## src/rtl/core_decode_pipe.sv

```systemverilog
// ---------------------------------------------------------------------------
// core_decode_pipe
//
// Instruction decode stage between fetch and issue. Each accepted 32-bit
// instruction is decoded combinationally into a dense micro-op (unit +
// function code, register numbers, write enables, immediate) and captured
// in an output register. With SKID=1 a second entry absorbs one extra word
// so IN_READY can come straight from a flop; with SKID=0 a single register
// is used and IN_READY is combinational.
//
// Parameters
//   FP_EN      1 = decode FLW / FSW / OP-FP, 0 = treat them as illegal
//   CUSTOM_EN  1 = decode IN / OUT / ROT,    0 = treat them as illegal
//   SKID       1 = two-entry buffer, 0 = single output register
//   PC_W       width of the instruction PC
//
// Ports
//   CLK, RST            clock (rising edge), async active-high reset
//   FLUSH               drop every held and same-cycle instruction
//   IN_VALID/IN_READY   fetch-side handshake
//   IN_INST, IN_PC      instruction word and its PC
//   OUT_VALID/OUT_READY issue-side handshake
//   OUT_PC, OUT_INST    pass-through of PC and instruction word
//   OUT_UNIT, OUT_FUNC  micro-op code (unit 7 = illegal)
//   OUT_RD/RS1/RS2      register fields of the instruction
//   OUT_RD_WE           integer destination write enable
//   OUT_FRD_WE          FP destination write enable
//   OUT_IMM             sign-extended immediate
//   OUT_ILLEGAL         instruction could not be decoded
// ---------------------------------------------------------------------------
module core_decode_pipe #(
    parameter bit FP_EN     = 1'b1,
    parameter bit CUSTOM_EN = 1'b1,
    parameter bit SKID      = 1'b1,
    parameter int PC_W      = 32
) (
    input  logic            CLK,
    input  logic            RST,
    input  logic            FLUSH,
    input  logic            IN_VALID,
    output logic            IN_READY,
    input  logic [31:0]     IN_INST,
    input  logic [PC_W-1:0] IN_PC,
    output logic            OUT_VALID,
    input  logic            OUT_READY,
    output logic [PC_W-1:0] OUT_PC,
    output logic [31:0]     OUT_INST,
    output logic [2:0]      OUT_UNIT,
    output logic [4:0]      OUT_FUNC,
    output logic [4:0]      OUT_RD,
    output logic [4:0]      OUT_RS1,
    output logic [4:0]      OUT_RS2,
    output logic            OUT_RD_WE,
    output logic            OUT_FRD_WE,
    output logic [31:0]     OUT_IMM,
    output logic            OUT_ILLEGAL
);

    localparam logic [6:0] OPC_LUI    = 7'b0110111;
    localparam logic [6:0] OPC_AUIPC  = 7'b0010111;
    localparam logic [6:0] OPC_JAL    = 7'b1101111;
    localparam logic [6:0] OPC_JALR   = 7'b1100111;
    localparam logic [6:0] OPC_BRANCH = 7'b1100011;
    localparam logic [6:0] OPC_LOAD   = 7'b0000011;
    localparam logic [6:0] OPC_STORE  = 7'b0100011;
    localparam logic [6:0] OPC_OPIMM  = 7'b0010011;
    localparam logic [6:0] OPC_OP     = 7'b0110011;
    localparam logic [6:0] OPC_FENCE  = 7'b0001111;
    localparam logic [6:0] OPC_FLW    = 7'b0000111;
    localparam logic [6:0] OPC_FSW    = 7'b0100111;
    localparam logic [6:0] OPC_OPFP   = 7'b1010011;
    localparam logic [6:0] OPC_IO     = 7'b0000001;
    localparam logic [6:0] OPC_ROT    = 7'b0001011;

    localparam logic [2:0] UNIT_ALU     = 3'd0;
    localparam logic [2:0] UNIT_BRANCH  = 3'd1;
    localparam logic [2:0] UNIT_LSU     = 3'd2;
    localparam logic [2:0] UNIT_JUMP    = 3'd3;
    localparam logic [2:0] UNIT_FPU     = 3'd4;
    localparam logic [2:0] UNIT_IO      = 3'd5;
    localparam logic [2:0] UNIT_SYS     = 3'd6;
    localparam logic [2:0] UNIT_ILLEGAL = 3'd7;

    typedef struct packed {
        logic [PC_W-1:0] pc;
        logic [31:0]     inst;
        logic [2:0]      unit;
        logic [4:0]      func;
        logic [4:0]      rd;
        logic [4:0]      rs1;
        logic [4:0]      rs2;
        logic            rdWe;
        logic            frdWe;
        logic [31:0]     imm;
        logic            illegal;
    } uop_t;

    // Instruction fields and the five immediate formats
    logic [6:0]  w_opcode;
    logic [2:0]  w_funct3;
    logic [6:0]  w_funct7;
    logic [31:0] w_immI;
    logic [31:0] w_immS;
    logic [31:0] w_immB;
    logic [31:0] w_immU;
    logic [31:0] w_immJ;

    assign w_opcode = IN_INST[6:0];
    assign w_funct3 = IN_INST[14:12];
    assign w_funct7 = IN_INST[31:25];
    assign w_immI   = {{20{IN_INST[31]}}, IN_INST[31:20]};
    assign w_immS   = {{20{IN_INST[31]}}, IN_INST[31:25], IN_INST[11:7]};
    assign w_immB   = {{19{IN_INST[31]}}, IN_INST[31], IN_INST[7],
                       IN_INST[30:25], IN_INST[11:8], 1'b0};
    assign w_immU   = {IN_INST[31:12], 12'b0};
    assign w_immJ   = {{11{IN_INST[31]}}, IN_INST[31], IN_INST[19:12],
                       IN_INST[20], IN_INST[30:21], 1'b0};

    // Raw decode: each opcode sets its unit/func/imm and a legality flag.
    // Anything not explicitly matched stays illegal; the illegal gating is
    // applied afterwards in one place so no branch needs to clear fields.
    logic        w_legal;
    logic [2:0]  w_unit;
    logic [4:0]  w_func;
    logic [31:0] w_imm;
    logic        w_frdWe;
    logic        w_noRdWe;

    always_comb begin
        w_legal  = 1'b0;
        w_unit   = UNIT_ILLEGAL;
        w_func   = 5'd0;
        w_imm    = 32'd0;
        w_frdWe  = 1'b0;
        w_noRdWe = 1'b0;
        case (w_opcode)
            OPC_LUI: begin
                w_legal = 1'b1;
                w_unit  = UNIT_JUMP;
                w_func  = 5'd2;
                w_imm   = w_immU;
            end
            OPC_AUIPC: begin
                w_legal = 1'b1;
                w_unit  = UNIT_JUMP;
                w_func  = 5'd3;
                w_imm   = w_immU;
            end
            OPC_JAL: begin
                w_legal = 1'b1;
                w_unit  = UNIT_JUMP;
                w_func  = 5'd0;
                w_imm   = w_immJ;
            end
            OPC_JALR: begin
                w_legal = (w_funct3 == 3'b000);
                w_unit  = UNIT_JUMP;
                w_func  = 5'd1;
                w_imm   = w_immI;
            end
            OPC_BRANCH: begin
                w_legal  = (w_funct3 != 3'b010) && (w_funct3 != 3'b011);
                w_unit   = UNIT_BRANCH;
                w_func   = {2'b00, w_funct3};
                w_imm    = w_immB;
                w_noRdWe = 1'b1;
            end
            OPC_LOAD: begin
                w_legal = (w_funct3 == 3'b000) || (w_funct3 == 3'b001) ||
                          (w_funct3 == 3'b010) || (w_funct3 == 3'b100) ||
                          (w_funct3 == 3'b101);
                w_unit  = UNIT_LSU;
                w_func  = {2'b00, w_funct3};
                w_imm   = w_immI;
            end
            OPC_STORE: begin
                w_legal  = (w_funct3 == 3'b000) || (w_funct3 == 3'b001) ||
                           (w_funct3 == 3'b010);
                w_unit   = UNIT_LSU;
                w_func   = {2'b10, w_funct3};
                w_imm    = w_immS;
                w_noRdWe = 1'b1;
            end
            OPC_OPIMM: begin
                // Shift-immediates reuse funct7 as an opcode extension, so
                // only they constrain it; funct7[5] only matters for SRAI.
                if (w_funct3 == 3'b001) begin
                    w_legal = (w_funct7 == 7'h00);
                end else if (w_funct3 == 3'b101) begin
                    w_legal = (w_funct7 == 7'h00) || (w_funct7 == 7'h20);
                end else begin
                    w_legal = 1'b1;
                end
                w_unit = UNIT_ALU;
                w_func = {1'b1, (w_funct3 == 3'b101) && w_funct7[5], w_funct3};
                w_imm  = w_immI;
            end
            OPC_OP: begin
                w_legal = (w_funct7 == 7'h00) ||
                          ((w_funct7 == 7'h20) &&
                           ((w_funct3 == 3'b000) || (w_funct3 == 3'b101)));
                w_unit  = UNIT_ALU;
                w_func  = {1'b0, w_funct7[5], w_funct3};
            end
            OPC_FENCE: begin
                w_unit = UNIT_SYS;
                if (w_funct3 == 3'b000) begin
                    w_legal = 1'b1;
                    w_func  = 5'd0;
                    w_imm   = w_immI;
                end else if (w_funct3 == 3'b001) begin
                    w_legal = 1'b1;
                    w_func  = 5'd1;
                end
            end
            OPC_FLW: begin
                w_legal = FP_EN && (w_funct3 == 3'b010);
                w_unit  = UNIT_LSU;
                w_func  = {2'b01, w_funct3};
                w_imm   = w_immI;
                w_frdWe = 1'b1;
            end
            OPC_FSW: begin
                w_legal  = FP_EN && (w_funct3 == 3'b010);
                w_unit   = UNIT_LSU;
                w_func   = {2'b11, w_funct3};
                w_imm    = w_immS;
                w_noRdWe = 1'b1;
            end
            OPC_OPFP: begin
                w_unit = UNIT_FPU;
                case (w_funct7)
                    7'b0000000: begin w_legal = 1'b1; w_func = 5'd0;  w_frdWe = 1'b1; end
                    7'b0000100: begin w_legal = 1'b1; w_func = 5'd1;  w_frdWe = 1'b1; end
                    7'b0001000: begin w_legal = 1'b1; w_func = 5'd2;  w_frdWe = 1'b1; end
                    7'b0001100: begin w_legal = 1'b1; w_func = 5'd3;  w_frdWe = 1'b1; end
                    7'b0010000: begin w_legal = 1'b1; w_func = 5'd4;  w_frdWe = 1'b1; end
                    7'b0101100: begin w_legal = 1'b1; w_func = 5'd5;  w_frdWe = 1'b1; end
                    7'b1111000: begin w_legal = 1'b1; w_func = 5'd9;  w_frdWe = 1'b1; end
                    7'b1101000: begin w_legal = 1'b1; w_func = 5'd10; w_frdWe = 1'b1; end
                    7'b1100000: begin w_legal = 1'b1; w_func = 5'd11; end
                    7'b1010000: begin
                        // Compares share funct7 and write the integer file
                        case (w_funct3)
                            3'b010:  begin w_legal = 1'b1; w_func = 5'd6; end
                            3'b001:  begin w_legal = 1'b1; w_func = 5'd7; end
                            3'b000:  begin w_legal = 1'b1; w_func = 5'd8; end
                            default: w_legal = 1'b0;
                        endcase
                    end
                    default: w_legal = 1'b0;
                endcase
                w_legal = w_legal && FP_EN;
            end
            OPC_IO: begin
                w_unit = UNIT_IO;
                if (w_funct3 == 3'b000) begin
                    w_legal = CUSTOM_EN;
                    w_func  = 5'd0;
                end else if (w_funct3 == 3'b001) begin
                    w_legal = CUSTOM_EN;
                    w_func  = 5'd1;
                end
            end
            OPC_ROT: begin
                w_legal = CUSTOM_EN;
                w_unit  = UNIT_IO;
                w_func  = 5'd2;
            end
            default: w_legal = 1'b0;
        endcase
    end

    // Final micro-op: illegal encodings collapse to a fixed all-zero payload
    // with unit 7, and the integer write enable is suppressed for x0.
    uop_t w_dec;

    always_comb begin
        w_dec         = '0;
        w_dec.pc      = IN_PC;
        w_dec.inst    = IN_INST;
        w_dec.rd      = IN_INST[11:7];
        w_dec.rs1     = IN_INST[19:15];
        w_dec.rs2     = IN_INST[24:20];
        w_dec.illegal = !w_legal;
        w_dec.unit    = w_legal ? w_unit : UNIT_ILLEGAL;
        w_dec.func    = w_legal ? w_func : 5'd0;
        w_dec.imm     = w_legal ? w_imm  : 32'd0;
        w_dec.frdWe   = w_legal && w_frdWe;
        w_dec.rdWe    = w_legal && !w_noRdWe && !w_frdWe &&
                        (IN_INST[11:7] != 5'd0);
    end

    // Buffer state
    logic r_outValid;
    logic r_skidValid;
    logic r_inReady;
    uop_t r_out;
    uop_t r_skid;

    logic w_inReady;
    logic w_accept;
    logic w_drain;
    logic w_outValidNext;
    logic w_skidValidNext;
    logic w_loadOutIn;
    logic w_loadOutSkid;
    logic w_loadSkid;

    // IN_READY is forced low while reset is held so fetch never sees a
    // ready stage before the buffers are known empty.
    assign w_inReady = SKID ? (r_inReady && !RST)
                            : ((!r_outValid || OUT_READY) && !RST);
    assign w_accept  = IN_VALID && w_inReady && !FLUSH;
    assign w_drain   = r_outValid && OUT_READY;

    // Buffer control. The skid entry only fills when the output register is
    // held, and it always drains into the output register before new input
    // is taken, which keeps instructions in order.
    always_comb begin
        w_outValidNext  = r_outValid;
        w_skidValidNext = r_skidValid;
        w_loadOutIn     = 1'b0;
        w_loadOutSkid   = 1'b0;
        w_loadSkid      = 1'b0;
        if (FLUSH) begin
            w_outValidNext  = 1'b0;
            w_skidValidNext = 1'b0;
        end else if (SKID) begin
            if (!r_outValid || w_drain) begin
                if (r_skidValid) begin
                    w_loadOutSkid   = 1'b1;
                    w_outValidNext  = 1'b1;
                    w_skidValidNext = 1'b0;
                end else if (w_accept) begin
                    w_loadOutIn    = 1'b1;
                    w_outValidNext = 1'b1;
                end else begin
                    w_outValidNext = 1'b0;
                end
            end else if (w_accept) begin
                w_loadSkid      = 1'b1;
                w_skidValidNext = 1'b1;
            end
        end else begin
            if (!r_outValid || OUT_READY) begin
                w_outValidNext = w_accept;
                w_loadOutIn    = w_accept;
            end
        end
    end

    // Payload registers only load on a transfer, so a stalled output keeps
    // its payload stable for the consumer.
    always_ff @(posedge CLK or posedge RST) begin
        if (RST) begin
            r_outValid  <= 1'b0;
            r_skidValid <= 1'b0;
            r_inReady   <= 1'b1;
            r_out       <= '0;
            r_skid      <= '0;
        end else begin
            r_outValid  <= w_outValidNext;
            r_skidValid <= w_skidValidNext;
            r_inReady   <= !w_skidValidNext;
            if (w_loadOutIn) begin
                r_out <= w_dec;
            end else if (w_loadOutSkid) begin
                r_out <= r_skid;
            end
            if (w_loadSkid) begin
                r_skid <= w_dec;
            end
        end
    end

    assign IN_READY    = w_inReady;
    assign OUT_VALID   = r_outValid;
    assign OUT_PC      = r_out.pc;
    assign OUT_INST    = r_out.inst;
    assign OUT_UNIT    = r_out.unit;
    assign OUT_FUNC    = r_out.func;
    assign OUT_RD      = r_out.rd;
    assign OUT_RS1     = r_out.rs1;
    assign OUT_RS2     = r_out.rs2;
    assign OUT_RD_WE   = r_out.rdWe;
    assign OUT_FRD_WE  = r_out.frdWe;
    assign OUT_IMM     = r_out.imm;
    assign OUT_ILLEGAL = r_out.illegal;

endmodule

```

## config.mk

```make
export PLATFORM = sky130hd
export DESIGN_NAME = core_decode_pipe
export DESIGN_NICKNAME = d
export VERILOG_FILES = /design/src/rtl/core_decode_pipe.sv
export SDC_FILE = /design/constraint.sdc
export NUM_CORES = 1
export LEC_CHECK = 0
export ABC_AREA = 1
export BUFFER_PORTS_ARGS = -buffer_cell sky130_fd_sc_hd__buf_2
export CAP_MARGIN = 5
export CORE_ASPECT_RATIO = 2
export CORE_UTILIZATION = 33
export DETAILED_ROUTE_END_ITERATION = 6
export GPL_TIMING_DRIVEN = 0
export PLACE_DENSITY = 0.53
export SLEW_MARGIN = 20
export SYNTH_ARGS = -nofsm -noshare
export SYNTH_HDL_FRONTEND = slang
export SYNTH_SLANG_ARGS = --single-unit
```

## constraint.sdc

```tcl
create_clock -name CLK -period 6.24 [get_ports CLK]
set_input_delay 0 -clock CLK [delete_from_list [all_inputs] [get_ports CLK]]
set_output_delay 0 -clock CLK [all_outputs]
set_load 0.005 [all_outputs]
```

### After elaboration in Yosys (flattened, before gate mapping)

Cells that the tools add are included.

| cells by class | value |
|---|---|
| muxes and demuxes | 38 |
| reduce and logical (&&, ||, !) cells | 47 |
| eq/ne operators | 31 |

Operators by type and width:

| cell | count |
|---|---|
| $mux W122 | 2 |
| $pmux W32 S6 | 1 |
| $mux W32 | 2 |
| $eq A7 B7 Y1 const B | 8 |
| $pmux W5 S11 | 1 |
| $eq A7 B6 Y1 const B | 6 |
| $pmux W4 S9 | 1 |
| $eq A7 B4 Y1 const B | 4 |
| $mux W1 | 24 |
| $eq A7 B5 Y1 const B | 3 |
| $pmux W3 S7 | 1 |
| $reduce_or A2 Y1 | 8 |
| $reduce_or A4 Y1 | 4 |
| $eq A7 B3 Y1 const B | 2 |
| $pmux W4 S3 | 1 |
| $logic_and A1 B1 Y1 | 11 |
| $pmux W1 S10 | 1 |
| $reduce_or A9 Y1 | 1 |
| $logic_or A1 B1 Y1 | 8 |
| $reduce_or A8 Y1 | 1 |
| $eq A7 B1 Y1 const B | 1 |
| $eq A7 B2 Y1 const B | 1 |
| $logic_not A1 Y1 | 7 |
| $logic_not A7 Y1 | 1 |
| 11 further kinds | 16 |

| storage, ports and cells | value |
|---|---|
| word-level logic and storage cells | 141 |
| register bits after elaboration | 247 |
| output and inout port bits | 124 |
| input port bits | 69 |

### Logic depth before layout (Yosys ltp)

| logic depth | value |
|---|---|
| depth after elaboration | 10 |
| mapped depth | 15 |
| mapped depth without buffers | 14 |

### Worst setup path before layout

Ideal clock, no wire load.

| timing | value |
|---|---|
| kind | flip-flop to flip-flop |
| start | reg r_inReady |
| end | reg r_out, in the netlist OUT_IMM[1] |
| arrival | 1.723 ns |
| data required time | 6.124 ns |
| path slack | 4.401 ns |
| path buffers | 2 |
| period minus slack after synthesis | 1.839 ns |
| cell stages (with the launch flop) | 12 |
| setup time | 0.116 ns |
| cells stage by stage | dfstp_2 -> inv_1 -> nor2_1 -> nand2_1 -> inv_1 -> nand2_1 -> inv_2 -> clkbuf_1 -> buf_2 -> nand2_1 -> nand2_1 -> nand2_1 |

| on the way | value |
|---|---|
| word-level cells in the longest chain between the ends | 8 |
| elaborated cells on any way between the ends | 9 |
| classes of those cells | mux: 5; reduce/logical: 4 |

Ends and longest elaborated chain:

| item | line | RTL |
|---|---|---|
| start, declared | 297 | `logic r_inReady;` |
| start signal, assigned | 365 | `r_inReady <= !w_skidValidNext;` |
| $logic_and A1 B1 Y1 (*) | 312 | `assign w_inReady = SKID ? (r_inReady && !RST)` |
| net IN_READY | 41 | `output logic IN_READY,` |
| $logic_and A1 B1 Y1 (*) (2 in series) | 314 | `assign w_accept = IN_VALID && w_inReady && !FLUSH;` |
| $mux W1 (*) | 335 | `end else if (w_accept) begin` |
| $mux W1 (*) | 331 | `if (r_skidValid) begin` |
| $mux W1 (*) | 330 | `if (!r_outValid \|\| w_drain) begin` |
| $mux W1 (*) | 326 | `if (FLUSH) begin` |
| $mux W122 or $reduce_bool A2 Y1 (tied branches) | - |  |
| end signal, assigned | 367 | `r_out <= w_dec;` |
| end signal, assigned | 369 | `r_out <= r_skid;` |
| end, declared | 298 | `uop_t r_out;` |

Mark *: on every way through the listed nets, which the timed path passes. The rest lies on a longest branch.
A chain may end at the register's enable or synchronous reset.

### Final worst setup path

| timing | value |
|---|---|
| start | reg r_outValid (netlist: OUT_VALID) |
| end | reg r_skid[77] (netlist name) |

| on the way | value |
|---|---|
| word-level cells in the longest chain between the ends | 4 |
| elaborated cells on any way between the ends | 5 |
| classes of those cells | mux: 2; reduce/logical: 3 |

Ends and longest elaborated chain:

| item | line | RTL |
|---|---|---|
| start, declared | 295 | `logic r_outValid;` |
| start signal, assigned | 363 | `r_outValid <= w_outValidNext;` |
| $logic_not A1 Y1 or $logic_and A1 B1 Y1 (tied branches) | - |  |
| $logic_or A1 B1 Y1 (*) | 330 |  |
| $mux W1 (*) | 330 |  |
| $mux W1 (*) | 326 |  |
| end signal, assigned | 372 | `r_skid <= w_dec;` |
| end, declared | 299 | `uop_t r_skid;` |

Mark *: on every way between the ends. The rest lies on a longest branch, timed or not.

==> Implementation_results.wiki <==
{| class="wikitable"
! Metric !! Value
|-
| Critical path fanouts, max || 10
|-
| Maximum cell stage delay along the critical path || 570 ps
|-
| Fraction of the mapped netlist area in compound gates || 14.9%
|-
| Wire length of the first global-routing pass || 58.0 mm
|-
| Number of detailed-route iterations in the first pass || 5
|-
| PnR worst setup slack || 3220 ps
|-
| Clock sinks || 217
|-
| Total leakage power || 6.78 nW
|-
| Post-DR vias/cell || 4.79
|-
| Unrepaired setup endpoints after global routing || false
|-
| Transition time at the pin with the least slew margin || 777 ps
|-
| Avg Synthesized Cell Area || 7.56 µm²
|-
| Count of flip-flops with a built-in enable after synthesis || 0
|-
| Number of synthesis warnings || 0
|-
| Number of max-slew violations in the final report || 0
|-
| Hold violation total from the final report || 0
|-
| Buffer depth of the longest clock path || 3
|-
| Category of the worst setup path capture point || flip-flop
|-
| Fraction of power consumed by combinational cells || 20.6%
|-
| Average detailed-routed wire length per instance || 17.3 µm
|-
| Area fraction of the dominant cell type after synthesis || 49.7%
|-
| Flops & latches, synth || 217
|-
| Worst hold slack across all endpoints || 34.9 ps
|-
| Drt drc || 0
|-
| Category of cells accounting for the largest share of critical-path delay || buffers and inverters
|-
| Power density of the placed cells || 275 nW/µm²
|-
| Switching part of the total power || 29.6%
|-
| Basic-gate share of the synthesized area counting and, or, nand and nor cells || 26.5%
|-
| Sort of element at the start of the critical path || flip-flop
|-
| Clk_lat worst skew || 530 ps
|-
| Most repeated cell in the gate-level netlist after synthesis || nand2_1
|-
| Post-synth design cell area || 10,900 µm²
|-
| Synth-to-Final Area Change || 26.0%
|-
| Number of nets in the layout || 1,785
|-
| Commonest register cell after synthesis || dfrtp_1
|-
| Share of layout cells above drive strength 1 || 18.5%
|-
| Initial cell density of the core || 33.6%
|-
| Maximum number of pins on one net before global-route repair || 84
|-
| Worst relative slew slack || 48.2%
|-
| Clock network power share || 32.4%
|-
| Sequential share of the synthesized area || 49.9%
|-
| Register share of total power || 47.0%
|-
| Clk Tree Root Cell || clkbuf_16
|-
| Final instance count without filler cells || 2,155
|-
| Fraction of registers with async set/reset || 100%
|-
| Data arrival time at the worst-slack endpoint || 3470 ps
|-
| Total internal power || 2.65 mW
|-
| Mux share of post-synthesis cell area || 0%
|-
| Result of the run || finished clean
|-
| IO Pins || 193
|-
| Cell-by-cell trace of the critical path || inv_1, nor3_1, dlygate4sd3_1, inv_1, nor2_1, clkbuf_1, buf_1, nand2_1, o21ai_0
|-
| Vias in the first global route || 10,530
|-
| Share of the clock period used by the worst path || 48.4%
|-
| Main combinational cell family by area after synthesis || simple AND/OR/NAND/NOR gates
|-
| Cell Area, Placed || 12,400 µm²
|-
| Last weighted congestion value of the routability-driven placer || 0.922
|-
| Number of buffers created by CTS || 20
|-
| Synthesized-area fraction occupied by xor and xnor cells || 0%
|-
| Final design instance area without fill || 13,700 µm²
|-
| Antenna violations before repair || 1
|-
| Worst EP required || 6690 ps
|-
| Antenna viol nets, final || 0
|-
| Cell type contributing the most total cell area after synthesis || dfrtp_1
|-
| Library cell appearing most often on the critical path || inv_1
|-
| Worst-path cell with the longest stage delay || dlygate4sd3_1
|-
| Fin Clk Skew || 25.7 ps
|-
| Number of library cell types mapped by synthesis || 38
|-
| Die Ht || 259 µm
|-
| Max frequency || 0.331 GHz
|-
| Type of the worst setup path || flip-flop to flip-flop
|-
| Setup slack after placement || 3480 ps
|-
| Number of buffer cells added on primary ports || 185
|-
| Die Footprint || 33,700 µm²
|-
| Adder-cell area share of the yosys netlist || 0%
|-
| Final routed wirelength across all metal layers || 37.2 mm
|-
| Count of placed standard cells including taps || 2,053
|-
| Maximum Capacitance Violations || 0
|-
| Class of the worst hold path || input pin to flip-flop
|-
| Floorplan Core Area || 32,300 µm²
|-
| Drt first-iter violations || 459
|-
| Tmin final || 3020 ps
|-
| Standard-cell rows || 93
|-
| Setup Viol. Count Final || 0
|-
| Clock-pin slew on the worst setup and hold paths || 70 ps
|-
| CTS tree || yes
|-
| Syn_nets || 1,508
|-
| Final antenna diode count || 0
|-
| Net switching power || 1.11 mW
|-
| DPL Wire Length || 28.6 mm
|-
| Vias || 10,331
|-
| Largest voltage drop on the vdd net || 169 µV
|-
| Number of H-tree levels || 1
|-
| Worst Path Buf+Inv || 5
|-
| Die span in x || 130 µm
|-
| Number of instances in the synthesized netlist || 1,439
|-
| Global router's overall resource usage || 22.7%
|-
| Leading cell types by total area after synthesis || dfrtp_1, nand2_1, o21ai_0
|-
| Most frequent cells after synthesis || nand2_1, o21ai_0, dfrtp_1
|-
| Sum of overflow across all layers after global routing || 0
|}
-- power groups by stage --
stage                     Clock (mW)  Combinational, mW  Sequential (mW)
after floorplan                    0              0.419             1.79
after global placement             0              0.736             1.79
after detailed placement           0              0.751             1.80
after CTS                       1.26              0.790             1.77
after global routing            1.31              0.900             1.80
final                           1.22              0.777             1.77
-- cells by family (layout without fill, tap and decap cells) --
logic type / after synthesis / after routing
compound gates: 305 / 305
buf+inv: 220 / 509
simple gates: 697 / 697
flops: 217 / 217
-- per-stage QoR --
stage | power, mW | utilization, % | setup TNS (ps)
2_1_floorplan | 2.21 | - | 0
3_3_place_gp | 2.53 | 38.1 | -545130
3_5_place_dp | 2.55 | 38.3 | 0
4_1_cts | 3.82 | 42.4 | 0
5_1_grt | 4.01 | 42.4 | 0
6_report | 3.76 | 42.4 | 0
-- cell type report --
type / count / area [µm²]
Inverter: 122 / 465
Clock inverter: 7 / 52.6
Fill cell: 3422 / 18600
Buffer: 98 / 483
Tap cell: 427 / 534
Multi-Input combinational cell: 1002 / 4500
Clock buffer: 27 / 577
Sequential cell: 217 / 5430
Timing Repair Buffer: 255 / 1660
-- worst paths after layout --
kind	start	end	slack, ps	cells past startpoint
max	OUT_VALID	r_skid[77]	3220	9
min	IN_INST[31]	r_skid[32]	30	4
max reg2reg	OUT_VALID	r_skid[77]	3220	9
min reg2reg	OUT_IMM[13]	OUT_IMM[13]	480	2
max in group asynchronous	RST	r_skid[23]	5400	4
min in group asynchronous	RST	OUT_ILLEGAL	60	3
-- metal layers --
layer  part of all wire, %  track usage [%]
met4                   5.8             13.3
met3                   3.9             2.77
met2                    55             42.9
met5                 0.027                0
met1                    36             23.3
-- placed cells by master (no fill, tap or decap), types with 2 or more instances in the layout --
cell type and n:
buf_16 2, buf_6 5, nand3_1 37, nand3b_1 2
o21ai_0 224, nor2_4 3, clkbuf_8 5, o21ai_1 38
buf_4 17, o2111ai_1 4, nand3_2 8, clkinv_2 4
clkbuf_16 20, o21ai_2 15, o22ai_1 2, buf_1 6
nand2_2 9, nor2_2 10, dlygate4sd3_1 68, inv_1 108
a21oi_1 17, nand4_1 3, clkbuf_1 61, nand2_8 2
dfrtp_1 216, inv_2 12, nor3_1 7, buf_2 196
nand2_1 479, nor2_1 131
-- flip-flops by register name, summed over array words and instances (netlist names), 3 cells and up --
signal	count
OUT_PC	32
OUT_IMM	32
OUT_UNIT	3
r_skid	107
OUT_FUNC	5
OUT_INST	32
-- worst min-delay path: stages --
cell     delay, ps
buf_2          130
buf_2          200
nand3_2        120
o21ai_1         60
-- what timing repair did --
| action | 4_1_cts | 5_1_grt |
|---|---|---|
| setup buffers | 0 | 0 |
| hold buffers | 68 | 0 |
| gates resized for setup | 0 | 0 |
| endpoints found under the hold margin | 322 | 0 |
Power figures use the tool's default switching activity.
